[src/rtl/parity_seq_pkg.sv]
// rtl/parity_seq_pkg.sv - shared FSM state type for the parity sequencer
package parity_seq_pkg;

  typedef enum logic [1:0] {
    S_IDLE = 2'd0,
    S_RUN  = 2'd1,
    S_DONE = 2'd2
  } state_t;

endpackage

[src/rtl/xor_3.sv]
// rtl/xor_3.sv - three-input XOR cell
module xor_3 (
  input  logic a,
  input  logic b,
  input  logic c,
  output logic y
);

  // Pure combinational fold of three bits.
  always_comb begin
    y = a ^ b ^ c;
  end

endmodule

[src/rtl/parity_seq.sv]
// rtl/parity_seq.sv - multi-cycle parity generator folding two bits per cycle through one xor_3
module parity_seq
  import parity_seq_pkg::*;
#(
  parameter int W   = 8,
  parameter int ODD = 0
) (
  input  logic         i_clk,
  input  logic         i_reset,
  input  logic         i_valid,
  output logic         o_ready,
  input  logic [W-1:0] i_data,
  output logic         o_valid,
  input  logic         i_ready,
  output logic         o_parity,
  output logic         o_busy
);

  // Counter sized to hold 0..W/2; in practice it stops at W/2-1.
  localparam int            CW      = $clog2(W / 2 + 1);
  localparam logic [CW-1:0] LAST    = CW'(W / 2 - 1);
  localparam logic          ODD_BIT = (ODD != 0);

  // The fold walks two bits per step, so an odd or tiny width has no meaning.
  if ((W < 2) || ((W % 2) != 0)) begin : g_bad_width
    $fatal(1, "parity_seq: W must be even and >= 2");
  end

  state_t        state;
  state_t        state_nxt;
  logic [W-1:0]  sh;
  logic          acc;
  logic [CW-1:0] cnt;
  logic          fold;

  xor_3 m_xor (
    .a (acc),
    .b (sh[0]),
    .c (sh[1]),
    .y (fold)
  );

  // State register; reset wins over everything.
  always_ff @(posedge i_clk) begin
    if (i_reset) begin
      state <= S_IDLE;
    end else begin
      state <= state_nxt;
    end
  end

  // Next-state and output decode; outputs depend only on state and acc.
  always_comb begin
    state_nxt = state;
    o_ready   = 1'b0;
    o_valid   = 1'b0;
    o_busy    = 1'b0;
    o_parity  = 1'b0;
    case (state)
      S_IDLE: begin
        o_ready = 1'b1;
        if (i_valid) begin
          state_nxt = S_RUN;
        end
      end
      S_RUN: begin
        o_busy = 1'b1;
        if (cnt == LAST) begin
          state_nxt = S_DONE;
        end
      end
      S_DONE: begin
        o_valid  = 1'b1;
        o_parity = acc ^ ODD_BIT;
        if (i_ready) begin
          state_nxt = S_IDLE;
        end
      end
      default: begin
        state_nxt = S_IDLE;
      end
    endcase
  end

  // Datapath: load on accept, fold and shift while running, hold otherwise.
  always_ff @(posedge i_clk) begin
    if (i_reset) begin
      sh  <= '0;
      acc <= 1'b0;
      cnt <= '0;
    end else begin
      case (state)
        S_IDLE: begin
          if (i_valid) begin
            sh  <= i_data;
            acc <= 1'b0;
            cnt <= '0;
          end
        end
        S_RUN: begin
          acc <= fold;
          sh  <= sh >> 2;
          if (cnt != LAST) begin
            cnt <= cnt + CW'(1);
          end
        end
        default: begin
        end
      endcase
    end
  end

endmodule

[config.mk]
export PLATFORM = sky130hd
export DESIGN_NAME = parity_seq
export DESIGN_NICKNAME = d
export VERILOG_FILES = /design/src/rtl/parity_seq_pkg.sv /design/src/rtl/xor_3.sv /design/src/rtl/parity_seq.sv
export SDC_FILE = /design/constraint.sdc
export NUM_CORES = 1
export LEC_CHECK = 0
export CAP_MARGIN = 0
export CORE_MARGIN = 2
export CORE_UTILIZATION = 50
export DETAILED_ROUTE_END_ITERATION = 8
export PLACE_DENSITY_LB_ADDON = 0.15
export SETUP_SLACK_MARGIN = 0.4
export SYNTH_ARGS = -nofsm -noshare
export SYNTH_HDL_FRONTEND = slang
export SYNTH_SLANG_ARGS = --single-unit
[constraint.sdc]
create_clock -name i_clk -period 2.7 [get_ports i_clk]
set_clock_uncertainty 0.05 [all_clocks]
set_input_delay 0.27 -clock i_clk [delete_from_list [all_inputs] [get_ports i_clk]]
set_output_delay 0.27 -clock i_clk [all_outputs]
set_load 0.005 [all_outputs]
Yosys cells after proc, flatten, opt, wreduce, memory -nomap -nowiden. Index checks and enable logic that the tools add are counted.

Flip-flop bits (word level): 14. Output and inout bits: 4. Input bits: 12.

Add/subtract/negate cells: 1. Muxes and demuxes: 15. Equal/unequal tests: 8. Bitwise gates (word level): 2. Reductions and logical operators: 5.

Operators with widths (number): $pmux W8 S2 (1); $mux W8 (1); $ne A2 B2 Y1 const B (4); $mux W2 (3); $mux W3 (2); $pmux W2 S3 (1); $pmux W3 S2 (1); $reduce_and A3 Y1 (2); $mux W1 (5); $add A3 B1 Y3 const B (1); $eq A3 B2 Y1 const B (1); $ne A3 B2 Y1 const B (1); $eq A2 B1 Y1 const B (1); $eq A2 B2 Y1 const B (1); $logic_not A2 Y1 (1); $pmux W1 S2 (1); $reduce_and A2 Y1 (1); $reduce_bool A2 Y1 (1); $xor A1 B1 Y1 (2).

Longest topological paths before layout. Gate-level depths: netlist of the first run.

Depth in word-level cells: 3. Mapped depth: 5. Depth with buffers taken out: 5.

By module. A second synthesis of the first run with hierarchy kept.

Cell total of the unflattened synthesis: 66. Area total of the unflattened synthesis: 718.2 µm².

By module, submodules not included: parity_seq (cells an instance 65, area each 694.4 µm², times used 1, seq. area each 280.3 µm²); xor_3 (cells an instance 1, area each 23.8 µm², times used 1, seq. area each 0.0 µm²).

Worst setup path before layout of the first run. OpenSTA, ideal clock, no wires.

Path kind: register to register. Start: register cnt[0]. End: register cnt[0]. Cell stages (with the launch flop): 6. Path slack: 1.439 ns. Period minus slack after synthesis: 1.261 ns. Arrival: 1.140 ns. Setup time: 0.071 ns. Cells stage by stage: dfxtp_1 > ha_1 > ha_1 > nor4b_1 > a31oi_1 > a21oi_1.

Longest elaborated chain between the ends: 3. Elaborated cells on any way between the ends: 6. Those cells by class: add/sub: 1; eq/ne: 2; mux: 2; reduce/logical: 1.

RTL lines: start: declaration (line parity_seq.sv:33) `logic [CW-1:0] cnt;`; start signal: assignment (line parity_seq.sv:104) `cnt <= cnt + CW'(1);`; $add A3 B1 Y3 or $ne A3 B2 Y1 (tied branches) (line parity_seq.sv:104, parity_seq.sv:103); $mux W3 or $ne A2 B2 Y1 (tied branches); $pmux W3 S2 or $reduce_and A3 Y1 (tied branches).

Several ways; a longest one is shown, not always the timed one. The select of a mux whose other input is x is not followed. A chain may end at the register's enable or synchronous reset.

Final worst setup path of the first run.
Start: register state[0]. End: output port o_parity.

Longest elaborated chain between the ends: 2.

RTL lines: start: declaration (line parity_seq.sv:29) `state_t state;`; start signal: assignment (line parity_seq.sv:48) `state <= state_nxt;`; $eq A2 B2 Y1 (line parity_seq.sv:59) `case (state)`; $mux W1 (line parity_seq.sv:59); end: declaration (line parity_seq.sv:15) `output logic o_parity,`.

Every way passes these cells.

==> results.md, run 1 <==
* Status: finished, final reports clean
* Switch share at 0.2442
* RSZ-0062 raised after global routing: false
* Final setup fails at 0
* Hold Path Class: flip-flop to flip-flop
* Syn avg cell area at 9.657 µm²
* Gate power share at 0.164
* First-pass GRT wire length at 1773 µm
* Req. time, crit path at 2380 ps
* Commonest non-fill, non-tap cells in the layout: clkdlybuf4s50_1, dfxtp_1, nor2_1
* Clock slew at reported path FFs at about 90 ps
* CTS Hold Bufs at 0
* DRC at 0
* Nets at 102
* # diodes at 0
* GRT Util Overall at 0.1678
* Commonest non-fill, non-tap cell in the layout: clkdlybuf4s50_1
* Slew HR at 0.6449
* Cells after Synth at 71
* Gr ovfl total at 0
* Vias at 531
* Number of library cell types mapped by synthesis at 23
* Clk network pwr share at 0.338
* WS Path Type: flip-flop to output port
* Die footprint at roughly 1700 µm²
* Sw power at approximately 0.11 mW
* Final setup TNS at 0 ps
* Core Util, Final at 0.6699
* Pint at around 0.35 mW
* Synthesis Warnings at 0
* Leakage at 0.3320 nW
* DP Worst Slack at 1074 ps
* Initial antenna violation count at 0
* Port Buf Inserts at 15
* WL/cell at 12.20 µm
* Crit. End Element: output port
* Clock Tree Buf Depth at 2
* Post-CTS resize count at 0
* FF+latch count, synth at 14
* Max-cap violations at 0
* Period utilization at 0.7110
* Layout area overhead at 25.55%
* Worst-margin pin slew at ~530 ps
* Min Hold Slack at 441.1 ps
* CTS tree: built
* Fin crit period at 1920 ps
* Vias in the first global route at 394
* DR iter-0 viols at 16
* Pwr/cell area at approximately 530 nW/µm²
* DR vias/cell at 5.206
* # IOs at 16
* H-tree depth at 1
* HPWL after detailed placement at 860.6 µm
* Synthesized cell area at around 690 µm²
* Pre-antenna DRT Iters at 4
* Setup Fix Bufs, Post-CTS at 0
* CTS sink cnt at 14
* WL final at 1244 µm
* Pin count of the biggest net entering global routing at 19
* Clock Latency Late Sink at 280 ps
* Post-synthesis sequential area ratio at 0.4088
* Antenna-violating nets left at 0
* GPL Wtd Cong at 0.7683
* Arr. time, crit path at 1600 ps
* Row cnt at 13
* Layout cell share with drive strength beyond 1 at 0.06897
* Syn nets at between 80 and 90
* Die height at 41.03 µm
* Type of origin of the critical path: flip-flop
* Worst setup margin at between 700 and 800 ps
* Root Buffer: clkbuf_4
* Number of CTS-inserted buffers at 3
* Register share of total power at 0.498
* Crit Path Max Fanout at 18
* Die W at 41.03 µm
* Core ar. at 1285 µm²
* Max Fclk at 520.9 MHz
* Slew Viols, Final at 0
* Final hold vios at 0
* Peak VDD IR at 0.3420 mV
* Initial core utilization at 0.5336
* Total chip power at 0.4581 mW
metal layers:
layer  track usage  part of all wire  up-vias
met3       0.04891             0.046        0
met4        0.1000                 0        0
met1        0.2270              0.51      230
li1              -                 -      288
met2        0.2305              0.44       13
met5             0                 0        -
flip-flops by register name, summed over array words and instances (netlist names):
name,flops
sh,8
acc,1
cnt,3
state,2
synthesized netlist by cell type:
cell	number	share of area
a22oi_1	2	0.022
o21ba_4	1	0.024
clkbuf_1	1	0.0055
nand2_1	3	0.016
a32oi_1	2	0.026
and2_1	1	0.0091
nor2b_1	1	0.0091
o21bai_1	1	0.011
nor2_1	12	0.066
a31oi_1	3	0.027
a21oi_1	1	0.0073
nand3b_1	1	0.011
buf_6	3	0.049
mux2i_1	7	0.10
nor3_1	1	0.0073
xor3_1	1	0.035
inv_1	3	0.016
dfxtp_1	14	0.41
ha_1	2	0.036
a211oi_1	6	0.066
nor4b_1	1	0.013
and2b_1	1	0.011
nand3_1	3	0.022
cell families after synthesis:
group,Yosys count,synth area share
AND/OR/NAND/NOR,24,0.1642
adder cells (fa/ha/maj),2,0.03649
multiplexers,7,0.1022
AO/OA/AOI/OAI,16,0.1825
flip-flops,14,0.4088
XOR/XNOR,1,0.03467
buffers and inverters,7,0.07116
stage by stage:
step,std cells,cell area (µm²)
2_1_floorplan,71,685.7
3_3_place_gp,98,824.5
3_5_place_dp,98,824.5
4_1_cts,102,860.8
5_1_grt,102,860.8
6_report,102,860.8
area by class of cell:
cell class	count	area, µm²
Timing Repair Buffer	16	157.7
Inverter	3	11.26
Fill cell	118	424.2
Clock buffer	4	36.28
Multi-Input combinational cell	50	356.6
Sequential cell	14	280.3
Tap cell	15	18.77
critical path, cell delays in order, from the launching register on:
cell and delay [ps]:
dfxtp_1 310, buf_4 190, nor2b_1 190, and2_1 150, clkdlybuf4s50_1 490
path summary, 6_finish.rpt:
path                                from  endpoint  slack [ps]  cells past startpoint
worst max-delay path            state[0]  o_parity         780                      4
worst min-delay path              cnt[1]    cnt[1]         440                      2
worst max register to register    cnt[0]    cnt[0]        1290                      5
worst min register to register    cnt[1]    cnt[1]         440                      2
power groups by stage:
stage	Clock (mW)	Combinational (mW)	Sequential [mW]
after floorplan	0	0.0528	0.231
after global placement	0	0.0747	0.233
after detailed placement	0	0.0755	0.233
after CTS	0.160	0.0759	0.228
after global routing	0.167	0.0827	0.230
final	0.155	0.0751	0.228
No activity file was read; power rests on OpenSTA's default activity.
==> run 2, diff against run 1 <==
CORE_ASPECT_RATIO = 1.2   (was not set)
CORE_UTILIZATION = 42   (was 50)
clock period = 1.7 ns   (was 2.7 ns; I/O delays follow)
==> run 2 against run 1 <==
Final area grew 16%. Sequential cell count unchanged. Routed wire length increased by 31%. First-iteration DRC count down 31%. Largest cell class unchanged. Largest power group unchanged. Highest routed layer is now met4.
==> results.md, run 2 (synthesis results as in run 1) <==
* Root Buffer: clkbuf_4
* Final hold vios at 0 (unchanged)
* Layout cell share with drive strength beyond 1 at 0.3196 (+0.2506)
* Vias at 600 (+13%)
* Final setup fails at 0 (unchanged)
* Max-cap violations at 0 (unchanged)
* Final Instance Count excl. Fillers at 115 (+13%)
* Arr. time, crit path at 1120 ps (-480 ps)
* Initial antenna violation count at 0 (unchanged)
* H-tree depth at 1 (unchanged)
* Period utilization at 0.7888
* Commonest non-fill, non-tap cell in the layout: clkdlybuf4s50_1
* Sw power at 0.1822 mW (+63%)
* Clk network pwr share at 0.318 (-0.020)
* Clock Tree Buf Depth at 2 (unchanged)
* Worst setup startpoint: state[0]
* DR vias/cell at 5.217 (+0.22%)
* Slew Viols, Final at 0 (unchanged)
* Register share of total power at 0.485 (-0.013)
* WL/cell at 14.22 µm (+17%)
* RSZ-0062 raised after global routing: true
* WL final at 1635 µm (+31%)
* Slew HR at 0.6458 (+0.0009170)
* Gr busiest metal: met2
* DR iter-0 viols at 11 (-5)
* Leakage at 0.4030 nW (+21%)
* Top Registers: sh (8), cnt (3), state (2)
* Switch share at 0.2433 (-0.0008787)
* DP Area at 850.8 µm² (+3.2%)
* Final setup TNS at 0 ps (unchanged)
* Initial core utilization at 0.4335 (-0.1000)
* Pin count of the biggest net entering global routing at 15 (-4)
* Grt met3 use at 0.08219 (+0.03328)
* Die height at 48.26 µm (+18%)
* Grt met1 use at 0.1966 (-0.03034)
* Row cnt at 16 (+3)
* Clock slew at reported path FFs at 80 ps (about the same)
* Post-route cell area at 994.7 µm² (+16%)
* Port Buf Inserts at 15 (unchanged)
* Die W at 40.89 µm (-0.35%)
* Vias in the first global route at 525 (+33%)
* Peak VDD IR at 0.5086 mV (+49%)
* Gr ovfl total at 0 (unchanged)
* Crit. End Element: output port
* HPWL after detailed placement at 939.1 µm (+9.1%)
* Min Hold Slack at 446.5 ps (+5.429 ps)
* Nets at 112 (+9.8%)
* First-pass GRT wire length at 2249 µm (+27%)
* CTS tree: built
* Total chip power at 0.7487 mW (+63%)
* Hold_sp: cnt[2]
* Worst-margin pin slew at 529.7 ps (-1.372 ps)
* Die footprint at 1973 µm² (+17%)
* Fill count at 138 (+17%)
* Crit Path Max Fanout at 4 (-14)
* CTS sink cnt at 14 (unchanged)
* # IOs at 16 (unchanged)
* Clock Latency Late Sink at 290 ps (about the same)
* GRT Util Overall at 0.1736 (+0.005838)
* Pre-antenna DRT Iters at 4 (unchanged)
* Type of origin of the critical path: flip-flop
* Placed cells at 104 (+6.1%)
* Antenna-violating nets left at 0 (unchanged)
* Core ar. at 1582 µm² (+23%)
* Layout area overhead at 45.07%
* Met2 Usage GRT at 0.2813 (+0.05078)
* Largest reg by FF count: sh
* GPL Wtd Cong at 0.6993 (-9.0%)
* Number of flip-flops under the largest register name at 8 (unchanged)
* Status: finished, final reports clean
* Req. time, crit path at 1480 ps (-900 ps)
* Hold Path Class: flip-flop to flip-flop
* Number of CTS-inserted buffers at 3 (unchanged)
* Fin crit period at between 1000 and 1500 ps
* Commonest non-fill, non-tap cells in the layout: clkdlybuf4s50_1, nor2_1, dfxtp_1, buf_4, mux2i_1
* DRC at 0 (unchanged)
* # diodes at 0 (unchanged)
* WS Path Type: flip-flop to output port
* Pint at 0.5665 mW (+64%)
* Max Fclk at roughly 750 MHz
* Gate power share at 0.197 (+0.033)
* Pwr/cell area at 752.7 nW/µm² (+41%)
* Origin of the critical flop-to-flop path: state[1]
## run 2: worst max-delay path, cell delays in order (launching register included)
cell	delay, ps
dfxtp_4	370
buf_6	120
nor2b_4	120
and2_4	150
buf_6	80
## run 2: metal layers
metal,wire length (µm),part of all wire
met4,19,0.012
met2,892,0.55
met5,0,0
met3,67,0.041
met1,656,0.40
## run 2: worst paths after layout
| check | cells after the start | slack, ps | to |
|---|---|---|---|
| worst max-delay path | 4 | 360 | o_parity |
| worst min-delay path | 2 | 450 | cnt[2] |
| worst max register to register | 5 | 420 | acc |
| worst min register to register | 2 | 450 | cnt[2] |
## run 2: per-stage QoR
step,utilization,worst slack [ps]
floorplan,-,439.4
global placement,0.5380,232.4
detailed placement,0.5380,206.0
CTS,0.6147,223.4
global route,0.6290,307.2
finish,0.6290,359.0
## run 2: power by group through the flow
stage	clock [mW]	sequential [mW]	combinational, mW
global placement	0	0.372	0.125
floorplan	0	0.367	0.0839
CTS	0.250	0.362	0.140
global route	0.265	0.366	0.159
finish	0.238	0.363	0.147
detailed placement	0	0.372	0.127
## run 2: repair_timing
item / 4_1_cts / 5_1_grt
hold endpoints to repair: 0 / 0
gates resized for setup: 17 / 14
setup buffers: 6 / 1
pin swaps: 0 / 3
endpoints found under the setup margin: 7 / 7
hold buffers: 0 / 0
## run 2: cell type report
class,count,area (µm²),share of cell area
multi-input cells,50,406.6,0.4088
inverters,3,11.26,0.01132
flip-flops and latches,14,290.3,0.2918
clock buffers,4,36.28,0.03648
well taps,18,22.52,0.02264
repair buffers,26,227.7,0.2289
==> run 3, diff against run 2 <==
CORE_ASPECT_RATIO = not set   (was 1.2)
CORE_UTILIZATION = 47   (was 42)
clock period = 1.3 ns   (was 1.7 ns; I/O delays follow)
==> run 3 against run 2 <==
Sequential cell count is the same. Sequential power grew 34%. Count of clock-buffer cells in the layout is the same. Final cell count grew 8.7%. Clock power grew 40%. Utilization grew 30 points. Non-clock buffer count grew 12. Via count grew 28%. Largest cell class unchanged. The run now ends with negative setup slack left. Routed wire length grew 55%. Sequential share of layout area shrank 5.7 points. Worst hold slack gained 7.1 ps.
==> results.md, run 3 (synthesis results as in run 1) <==
* Pwr/cell area at 884.6 nW/µm² (+18%)
* Number of flip-flops under the largest register name at 8 (unchanged)
* R2R Path End: state[0]
* Gr ovfl total at 0 (unchanged)
* Final setup fails at 4 (+4)
* RSZ-0062 raised after global routing: true
* Pin count of the biggest net entering global routing at 15 (unchanged)
* Clock slew at reported path FFs at 100 ps (+20 ps)
* Commonest non-fill, non-tap cell in the layout: buf_4
* Fin crit period at 1358 ps
* WS Path Type: flip-flop to flip-flop
* Top Registers: sh (8), cnt (3), state (2)
* Number of CTS-inserted buffers at 3 (unchanged)
* Hold_sp: i_ready
* Worst-path cell chain: ha_4 > ha_4 > buf_6 > inv_2 > mux2i_1 > nor3_1
* CTS tree: built
* Core Util, Final at 0.9325 (+0.3035)
* Crit Path Max Fanout at 7 (+3)
* Final setup TNS at -95.22 ps (-95.22 ps)
* DRC at 0 (unchanged)
* Slowest-stage cell, CP: dfxtp_4
* WHS Path Cells at 4 (+2)
* Root Buffer: clkbuf_4
* Die W at 42.20 µm (+3.2%)
* DR iter-0 viols at 21 (+10)
* Reg2Reg Depth at 6 (+1)
* Clock Tree Buf Depth at 2 (unchanged)
* Initial antenna violation count at 0 (unchanged)
* Type of origin of the critical path: flip-flop
* Most frequent CP cell: ha_4
* GRT Util Overall at 0.2264 (+0.05275)
* # diodes at 0 (unchanged)
* Req. time, crit path at 1420 ps (-60 ps)
* Violated checks: negative setup slack
* Max-cap violations at 0 (unchanged)
* Switch share at 0.2846 (+0.04126)
* Crit. End Element: flip-flop
* GPL Wtd Cong at 0.7416 (+6.0%)
* Nets at 125 (+12%)
* Clk network pwr share at 0.303 (-0.015)
* WL final at 2540 µm (+55%)
* # IOs at 16 (unchanged)
* Vias in the first global route at 709 (+35%)
* DP Area at 984.7 µm² (+16%)
* Hold Path Class: input pin to flip-flop
* Peak VDD IR at 0.7922 mV (+56%)
* First-pass GRT wire length at 3036 µm (+35%)
* Sw power at 0.3131 mW (+72%)
* Area occupied by multi-input gates at 516.7 µm² (+27%)
* Pre-antenna DRT Iters at 6 (+2)
* Layout cell share with drive strength beyond 1 at 0.5545 (+0.2350)
* Fill count at 37 (-73%)
* Worst hold endpoint: state[1]
* Worst setup startpoint: cnt[0]
* Largest reg by FF count: sh
* Min Hold Slack at 453.6 ps (+7.050 ps)
* Max Fclk at about 740 MHz
* Initial core utilization at 0.5141 (+0.08053)
* CTS sink cnt at 14 (unchanged)
* Slew Viols, Final at 0 (unchanged)
* Worst-margin pin slew at 294.5 ps (-235.2 ps)
* Commonest non-fill, non-tap cells in the layout: buf_4, clkdlybuf4s50_1, buf_6
* Status: finished with violations
* Vias at 769 (+28%)
* Period utilization at 1.045
* R2R setup slack at -60 ps (-480 ps)
* Layout area overhead at 81.39%
* Worst path max stage delay at 360 ps (about the same)
* Post-route cell area at 1244 µm² (+25%)
* Gate power share at 0.253 (+0.056)
* Row cnt at 13 (-3)
* Origin of the critical flop-to-flop path: cnt[0]
* Die height at 42.20 µm (-13%)
* H-tree depth at 1 (unchanged)
* Pint at 0.7871 mW (+39%)
* Placed cells at 108 (+3.8%)
* Clock Latency Late Sink at 290 ps (about the same)
* Leakage at 0.4980 nW (+24%)
* Core ar. at 1334 µm² (-16%)
* Die footprint at 1780 µm² (-9.8%)
* Arr. time, crit path at 1480 ps (+360 ps)
* Port Buf Inserts at 15 (unchanged)
* Register share of total power at 0.444 (-0.041)
* Final Instance Count excl. Fillers at 125 (+8.7%)
* Antenna-violating nets left at 0 (unchanged)
* Seq. cell area at 291.5 µm² (+0.43%)
* Worst setup margin at -58.44 ps (-417.5 ps)
* Slew HR at 0.8022 (+0.1564)
* WL/cell at 20.32 µm (+43%)
* HPWL after detailed placement at 1035 µm (+10%)
* Final hold vios at 0 (unchanged)
* DR vias/cell at 6.152 (+18%)
-- run 3: cell count changes in the layout (fill, tap and decap cells not counted), sizes merged --
cell,previous run,this run
clkbuf,6,4
buf,12,27
clkdlybuf4s15,1,0
o21ba,1,2
-- run 3: power by group through the flow --
stage / registers [mW] / clock network (mW) / logic [mW]
final: 0.488 / 0.333 / 0.279
after global routing: 0.490 / 0.352 / 0.295
after detailed placement: 0.493 / 0 / 0.200
after floorplan: 0.486 / 0 / 0.130
after global placement: 0.492 / 0 / 0.196
after CTS: 0.480 / 0.337 / 0.236
-- run 3: area by class of cell --
| type | count | area share |
|---|---|---|
| Clock buffer | 4 | 0.02918 |
| Inverter | 3 | 0.009054 |
| Multi-Input combinational cell | 51 | 0.4155 |
| Sequential cell | 14 | 0.2344 |
| Tap cell | 15 | 0.01509 |
| Timing Repair Buffer | 38 | 0.2968 |
-- run 3: worst max-delay path by stage --
| stage | end | slack, ps |
|---|---|---|
| 5_1_grt | state[0] | -90 |
| 6_report | state[0] | -60 |
| 3_3_place_gp | sh[4] | -10 |
| 2_1_floorplan | cnt[0] | 170 |
| 4_1_cts | o_parity | 20 |
| 3_5_place_dp | sh[5] | -60 |
-- run 3: layer usage --
layer  wire [µm]  GRT usage  vias to the layer above  share of wire
met5           0          0                        -              0
met1         991     0.2827                      365           0.39
met2        1237     0.3692                       43           0.49
li1            -          -                      338              -
met4         175     0.1313                        0          0.069
met3         135    0.03017                       23          0.053
-- run 3: stage by stage --
stage	setup slack (ps)	power [mW]
floorplan	170.7	0.6158
global placement	-12.67	0.6880
detailed placement	-56.51	0.6925
CTS	21.07	1.053
global route	-92.22	1.137
finish	-58.44	1.100
-- run 3: critical path, delay by kind of cell (launching register included) --
| family | cells | cell delay, ps |
|---|---|---|
| fa+ha+maj | 2 | 360 |
| buf+inv | 2 | 150 |
| flops | 1 | 360 |
| simple gates | 1 | 250 |
| mux | 1 | 70 |
-- run 3: timing repair --
| item | in CTS | in global routing |
|---|---|---|
| hold buffers | 0 | 0 |
| gates resized for setup | 33 | 16 |
| endpoints found under the setup margin | 18 | 18 |
| buffers inserted | 10 | 2 |
| pin swaps | 13 | 4 |
| cloned | 1 | 0 |
